`src/rtl/imem_boot_loader.sv`:
```
// imem_boot_loader: byte-stream loader for the mips_single instruction memory.
// The stream is a 2-byte big-endian word count N followed by N big-endian
// 32-bit words. Each complete word is written out with a one-cycle strobe.
// The CPU is held in reset until the whole image has been written.
// Optional feature macro: IMEM_BOOT_CHECKSUM_EN. When it is defined, one trailing
// byte must equal the XOR of all header and data bytes, or the load aborts.
module imem_boot_loader #(
    parameter int MEM_WORDS = 256,
    parameter int ADDR_W    = 8
) (
    input  logic              clk,
    input  logic              rst,
    input  logic              in_valid,
    input  logic [7:0]        in_data,
    output logic              in_ready,
    output logic              mem_we,
    output logic [ADDR_W-1:0] mem_addr,
    output logic [31:0]       mem_wdata,
    output logic              cpu_rst,
    output logic              done,
    output logic              err
);

    typedef enum logic [2:0] {
        HDR_HI,
        HDR_LO,
        DATA,
`ifdef IMEM_BOOT_CHECKSUM_EN
        CHK,
`endif
        RUN,
        ERR
    } state_t;

    // State entered once the header and data are complete, and whether
    // that state still takes bytes.
`ifdef IMEM_BOOT_CHECKSUM_EN
    localparam state_t FIN_ST  = CHK;
    localparam logic   FIN_RDY = 1'b1;
`else
    localparam state_t FIN_ST  = RUN;
    localparam logic   FIN_RDY = 1'b0;
`endif

    state_t      state;
    logic [15:0] nwords;     // word count from the header
    logic [15:0] wc;         // index of the word being assembled
    logic [1:0]  bc;         // byte position within the current word
    logic [23:0] asm_r;      // the first three bytes of the current word
`ifdef IMEM_BOOT_CHECKSUM_EN
    logic [7:0]  csum;       // running XOR of header and data bytes
`endif

    logic        xfer;
    logic [15:0] n_full;

    assign xfer   = in_valid & in_ready;
    assign n_full = {nwords[15:8], in_data};

    // Loader FSM. All outputs are registered. The final write strobe is
    // issued one cycle before done and the release of cpu_rst.
    always_ff @(posedge clk) begin
        if (rst) begin
            state     <= HDR_HI;
            in_ready  <= 1'b0;
            mem_we    <= 1'b0;
            mem_addr  <= '0;
            mem_wdata <= '0;
            cpu_rst   <= 1'b1;
            done      <= 1'b0;
            err       <= 1'b0;
            nwords    <= '0;
            wc        <= '0;
            bc        <= '0;
            asm_r     <= '0;
`ifdef IMEM_BOOT_CHECKSUM_EN
            csum      <= '0;
`endif
        end else begin
            mem_we <= 1'b0;
            case (state)
                HDR_HI: begin
                    in_ready <= 1'b1;
                    if (xfer) begin
                        nwords[15:8] <= in_data;
`ifdef IMEM_BOOT_CHECKSUM_EN
                        csum <= in_data;
`endif
                        state <= HDR_LO;
                    end
                end
                HDR_LO: begin
                    if (xfer) begin
                        nwords[7:0] <= in_data;
`ifdef IMEM_BOOT_CHECKSUM_EN
                        csum <= csum ^ in_data;
`endif
                        wc <= '0;
                        bc <= '0;
                        if (n_full > 16'(MEM_WORDS)) begin
                            state    <= ERR;
                            in_ready <= 1'b0;
                            err      <= 1'b1;
                        end else if (n_full == 16'd0) begin
                            state    <= FIN_ST;
                            in_ready <= FIN_RDY;
                        end else begin
                            state <= DATA;
                        end
                    end
                end
                DATA: begin
                    if (xfer) begin
                        asm_r <= {asm_r[15:0], in_data};
                        bc    <= bc + 2'd1;
`ifdef IMEM_BOOT_CHECKSUM_EN
                        csum  <= csum ^ in_data;
`endif
                        if (bc == 2'd3) begin
                            mem_we    <= 1'b1;
                            mem_addr  <= wc[ADDR_W-1:0];
                            mem_wdata <= {asm_r, in_data};
                            wc        <= wc + 16'd1;
                            if (wc == nwords - 16'd1) begin
                                state    <= FIN_ST;
                                in_ready <= FIN_RDY;
                            end
                        end
                    end
                end
`ifdef IMEM_BOOT_CHECKSUM_EN
                CHK: begin
                    if (xfer) begin
                        in_ready <= 1'b0;
                        if (in_data == csum) begin
                            state <= RUN;
                        end else begin
                            state <= ERR;
                            err   <= 1'b1;
                        end
                    end
                end
`endif
                RUN: begin
                    in_ready <= 1'b0;
                    cpu_rst  <= 1'b0;
                    done     <= 1'b1;
                end
                ERR: begin
                    in_ready <= 1'b0;
                    cpu_rst  <= 1'b1;
                    err      <= 1'b1;
                end
                default: begin
                    state    <= ERR;
                    in_ready <= 1'b0;
                    err      <= 1'b1;
                end
            endcase
        end
    end

endmodule

```
`config.mk`:
```
export PLATFORM = sky130hd
export DESIGN_NAME = imem_boot_loader
export DESIGN_NICKNAME = d
export VERILOG_FILES = /design/src/rtl/imem_boot_loader.sv
export SDC_FILE = /design/constraint.sdc
export NUM_CORES = 1
export LEC_CHECK = 0
export ABC_AREA = 1
export CAP_MARGIN = 15
export CORE_ASPECT_RATIO = 1.1
export CORE_MARGIN = 5
export CORE_UTILIZATION = 54
export DETAILED_ROUTE_END_ITERATION = 16
export PLACE_DENSITY = 0.75
export SLEW_MARGIN = 10
export SYNTH_ARGS = -nofsm -noshare
export SYNTH_HDL_FRONTEND = slang
export SYNTH_SLANG_ARGS = --single-unit
```
`constraint.sdc`:
```
create_clock -name clk -period 3.1 [get_ports clk]
set_input_delay 0.31 -clock clk [delete_from_list [all_inputs] [get_ports clk]]
set_output_delay 0.31 -clock clk [all_outputs]
set_load 0.05 [all_outputs]
```
---- Word level (Yosys, flattened, before mapping) ----
Index checks and enable logic that the tools add are counted.
cells by class
  $add $sub $neg .......................... 3
  magnitude comparators ................... 1
  equal/unequal tests ..................... 13
  multiplexer cells ....................... 27
  bitwise operators ....................... 5
  reductions and logical operators ........ 16
operator list
  kind                                                                    number
  16-bit 2-to-1 mux                                                       3
  16-bit one-hot mux with 2 select lines                                  1
  3-bit 2-to-1 mux                                                        6
  16-bit by 1-bit adder with 16-bit output (second input constant)        1
  16-bit equality test                                                    1
  16-bit by 9-bit > comparator with 1-bit output (second input constant)  1
  16-bit logical NOT                                                      1
  16-bit by 1-bit subtractor with 16-bit output (second input constant)   1
  2-bit != test (second input constant)                                   6
  3-bit one-hot mux with 4 select lines                                   1
  1-bit 2-to-1 mux                                                        10
  3-bit AND reduction                                                     3
  3-bit by 2-bit equality test with 1-bit output (second input constant)  2
  2-bit AND reduction                                                     3
  6-bit AND reduction                                                     1
  3-bit OR reduction                                                      2
  5-bit AND reduction                                                     1
  2-bit 2-to-1 mux                                                        2
  1-bit inverter                                                          4
  1-bit one-hot mux with 2 select lines                                   2
  2-bit one-hot mux with 2 select lines                                   1
  4-bit AND reduction                                                     1
  2-bit nonzero test                                                      2
  3-bit by 1-bit equality test with 1-bit output (second input constant)  1
  8 further kinds                                                         8
storage, ports and cells
  bits in registers ....................... 106
  bits of input ports ..................... 11
  output and inout bits ................... 45
  word-level logic and storage cells ...... 78

---- Depth between registers and ports, before layout ----
  depth in word-level cells ............... 6
  gate-level depth with buffers ........... 15
  gate-level depth less buffers ........... 15

---- Worst setup path before layout ----
No wires, ideal clock.
  path type ............................... reg-to-reg
  start point ............................. register in_ready
  end point ............................... register wc[9]
  library setup time ...................... 0.116 ns
  data arrival time ....................... 1.862 ns
  required time ........................... 2.984 ns
  path slack .............................. 1.121 ns
  stages on the path, launching flop included .. 12
  path buffers ............................ 0
  period minus slack after synthesis ...... 1.979 ns
  cell sequence ........................... dfxtp_1 > nand2_1 > inv_2 > nand2_4 > nor2_8 > inv_2 > nor2_4 > nand3_1 > nor3_2 > nand2_1 > o21ai_1 > a21oi_1
between the ends
  word-level cells in the longest chain between the ends .. 3
  elaborated cells between the ends (all ways) .. 4
  those cells by class .................... eq/ne: 2; bitwise: 1; reduce/logical: 1
ends and longest elaborated chain
  item                                      line  source
  start: declaration                        15    output logic in_ready,
  start signal: assignment                  65    in_ready <= 1'b0;
  start signal: assignment                  83    in_ready <= 1'b1;
  start signal: assignment                  102   in_ready <= 1'b0;
  1-bit bitwise AND (*)                     57    assign xfer = in_valid & in_ready;
  2-bit != test (no source line)            --
  4-bit AND reduction (no source line) (*)  --
  end signal: assignment                    123   wc <= wc + 16'd1;
  end: declaration                          47    logic [15:0] wc;
Every way passes the cells marked *; elsewhere a longest branch is shown, timed or not.
A chain may end at the register's enable or synchronous reset.

---- Final worst setup path ----
  start point ............................. register nwords[0]
  end point ............................... register in_ready
between the ends
  word-level cells in the longest chain between the ends .. 4
ends and longest elaborated chain
  item                                           line  source
  start: declaration                             46    logic [15:0] nwords;
  start signal: assignment                       94    nwords[7:0] <= in_data;
  16-bit by 1-bit subtractor with 16-bit output  124   if (wc == nwords - 16'd1) begin
  16-bit equality test                           124
  2-bit != test (no source line)                 --
  5-bit AND reduction (no source line)           --
  end signal: assignment                         126   in_ready <= FIN_RDY;
  end signal: assignment                         145   in_ready <= 1'b0;
  end signal: assignment                         150   in_ready <= 1'b0;
No other way between the ends.

==> key figures <==
Finish
  • Share of post-route cells with drive strength above 1: 0.0630
  • Final Cell Area: 5540 um2
  • Nets@finish: 707
  • Final core utilization: 0.656
  • Cell Count, Final, Fillers Out: 809
  • Layout area overhead: 17.7%
  • Ant diodes: 0
  • Most frequent cells in the layout: 123 x nand2_1, 106 x dfxtp_1, 77 x a21oi_1, 73 x inv_1, 64 x o21ai_0
  • Commonest non-fill, non-tap cell in the layout: nand2_1

Timing
  • Max Slew Vio Count: 0
  • Max_slew headroom: 0.604
  • Fin. Hold Viols: 0
  • Fmax: 462 MHz
  • Final Skew: 0.0122 ns
  • RSZ-0062 raised after global routing: no
  • Final Setup Violations: 0
  • Final min period: 2.16 ns
  • Final worst path period share: 0.698
  • Setup TNS: 0 ns
  • Tightest Pin Transition: 0.594 ns

Routing
  • Wirelength per Cell: 14.9 um
  • Post-route antenna net violation count: 0
  • Residual DRC count: 0
  • Via count: 4360
  • Initial DRC Count: 228
  • DRT Pass-1 Iters: 5
  • DRT Wirelength: 12.1 mm
  • Vias/cell: 5.39

Worst setup path
  • R2r endpoint: in_ready$_SDFFE_PP0P_
  • Reg-to-reg startpoint: nwords[0]$_SDFFE_PP0P_
  • Crit-path max FO: 6
  • Critical path, cell by cell: inv_1 -> ha_1 -> nand2_1 -> nor2_1 -> nand2_1 -> nand2_1 -> nand2_1 -> inv_1 -> nand2_1 -> nor2_1 -> nand4_1 -> nand2_1 -> nand3_1 -> nand2_1 -> nor2_1
  • Crit start category: flop
  • Setup CP Type: reg -> reg
  • FF-to-FF setup slack: 0.94 ns
  • CP Capture Type: flop
  • FF-to-FF path depth: 15
  • CP max stage cell: dfxtp_1
  • Max incr delay on CP: 0.34 ns
  • CP Data Required Time: 3.37 ns
  • Worst path most repeated cell: nand2_1
  • Worst EP arrival: 2.43 ns

Job
  • Max-Cap Viols: 0

GRT
  • Initial antenna violation count: 0
  • Vias in the first global route: 4185
  • GRT Total Usage: 0.233
  • First-pass GRT wire length: 20.2 mm
  • Largest net degree at the start of global routing: 68
  • GR Overflow Total: 0

Logic synthesis
  • Synth Cell Area: 4710 um2
  • Mapped Cells: 647
  • Post-synth cell types: 32
  • Syn avg cell area: 7.28 um2
  • Register area share after synthesis: 0.451
  • Synth Register Bits: 106
  • Warnings, synthesis: 0
  • Net Count, Synth: 661

Clock tree
  • CTS tree: done
  • Cts hold-fix bufs: 0
  • Cts repair resizes: 0
  • Worst-Skew Late Latency: 0.36 ns
  • H-tree lvl count: 3
  • Sink Count: 106
  • CTS root buffer: clkbuf_8
  • Clock buffer count from CTS: 9
  • Clock transition at the registers of the reported paths: 0.11 ns
  • Post-CTS Setup Inserts: 0
  • Clock buffer depth: 2

Power
  • VDD IR max: 0.297 mV
  • P_leak: 2.22 nW
  • Cell Pwr Density: 607 nW/um2
  • Power Total: 3.37 mW

Placed design
  • GP Congestion: 0.941
  • Cell Area, Placed: 5320 um2
  • Detail Placement HPWL: 8.76 mm
  • Placed Instances: 793
  • Port bufs: 55

Worst hold path
  • Endpoint, Worst Hold: mem_wdata[29]$_SDFFE_PP0P_
  • Hold_sp: asm_r[21]$_SDFFE_PP0P_
  • Hold Path Class: reg -> reg
  • WHS Path Cells: 2

Die
  • I/O pin count: 56
  • Initial Utilization: 0.557
  • Row cnt: 35
  • Die Y: 108 um
  • Core box area: 8450 um2
  • Die width: 99.0 um
  • Die Area: 10700 um2

Outcome
  • Status: completed
-- state kept, by name, summed over array words and instances (netlist names) --
signal	flops
done	1
asm_r	24
mem_wdata	32
err	1
state	3
wc	16
cpu_rst	1
mem_addr	8
in_ready	1
mem_we	1
bc	2
nwords	16
-- synthesized netlist by cell type, drive strengths merged --
library cell,n,area share
nand2,129,0.11
dfxtp,106,0.45
inv,80,0.064
o21ai,79,0.084
a21oi,77,0.082
nand3,56,0.061
nor2,53,0.057
clkbuf,15,0.012
buf,9,0.011
xnor2,9,0.017
nor3,8,0.0096
xor2,6,0.011
nand4,5,0.0066
nor4,4,0.0053
ha,3,0.0080
nand3b,3,0.0048
a211oi,2,0.0032
a31oi,1,0.0013
o2111ai,1,0.0019
o211ai,1,0.0016
-- per-layer routing --
metal	part of all wire	global-route usage	routed length [um]
met5	0	0	0
met4	0.030	0.0878	364
met3	0.035	0.0419	418
met2	0.49	0.393	5890
met1	0.45	0.298	5390
-- stage by stage --
stage	hold WS, ns	worst slack, ns
after floorplan	0.389	1.12
after global placement	0.433	0.830
after detailed placement	0.436	0.798
after CTS	0.449	0.948
after global routing	0.473	0.680
final	0.451	0.936
-- where the power goes --
group          total [mW]  internal [mW]  switching (mW)
Combinational       0.962          0.324           0.638
Sequential           1.50           1.43          0.0711
Clock               0.905          0.397           0.508
Total                3.37           2.15            1.22
-- cells by family (layout without fill, tap and decap cells) --
family | Yosys count | count (layout) | share of synthesized area
fa+ha+maj | 3 | 3 | 0.00797
flops | 106 | 106 | 0.451
simple gates | 258 | 258 | 0.253
compound gates | 161 | 161 | 0.174
xor+xnor | 15 | 15 | 0.0279
buf+inv | 104 | 155 | 0.0869
-- how the worst max path moves through the flow --
stage          depth (start not counted)                    end  slack (ns)              startpoint
5_1_grt                               15  in_ready$_SDFFE_PP0P_        0.68  nwords[0]$_SDFFE_PP0P_
3_3_place_gp                          12     wc[9]$_SDFFE_PP0P_        0.83                in_valid
6_report                              15  in_ready$_SDFFE_PP0P_        0.94  nwords[0]$_SDFFE_PP0P_
4_1_cts                               15  in_ready$_SDFFE_PP0P_        0.95  nwords[0]$_SDFFE_PP0P_
3_5_place_dp                          12     wc[9]$_SDFFE_PP0P_        0.80                in_valid
2_1_floorplan                         11     wc[9]$_SDFFE_PP0P_        1.12   in_ready$_SDFFE_PP0P_
-- critical path: cells and delay by family (launching register included) --
kind                       cells  cell delay, ns
DFF                            1            0.34
and+or+nand+nor               12            1.24
adders and majority gates      1            0.27
buffers and inverters          2            0.21
-- area by class of cell --
cell class	count	area, um2
fillers	755	2910
inverters	80	300
flip-flops and latches	106	2120
repair buffers	59	581
clock inverters	7	98.8
multi-input cells	437	2180
clock buffers	9	124
well taps	111	139
Note: power is estimated with default switching activity, not from simulation.
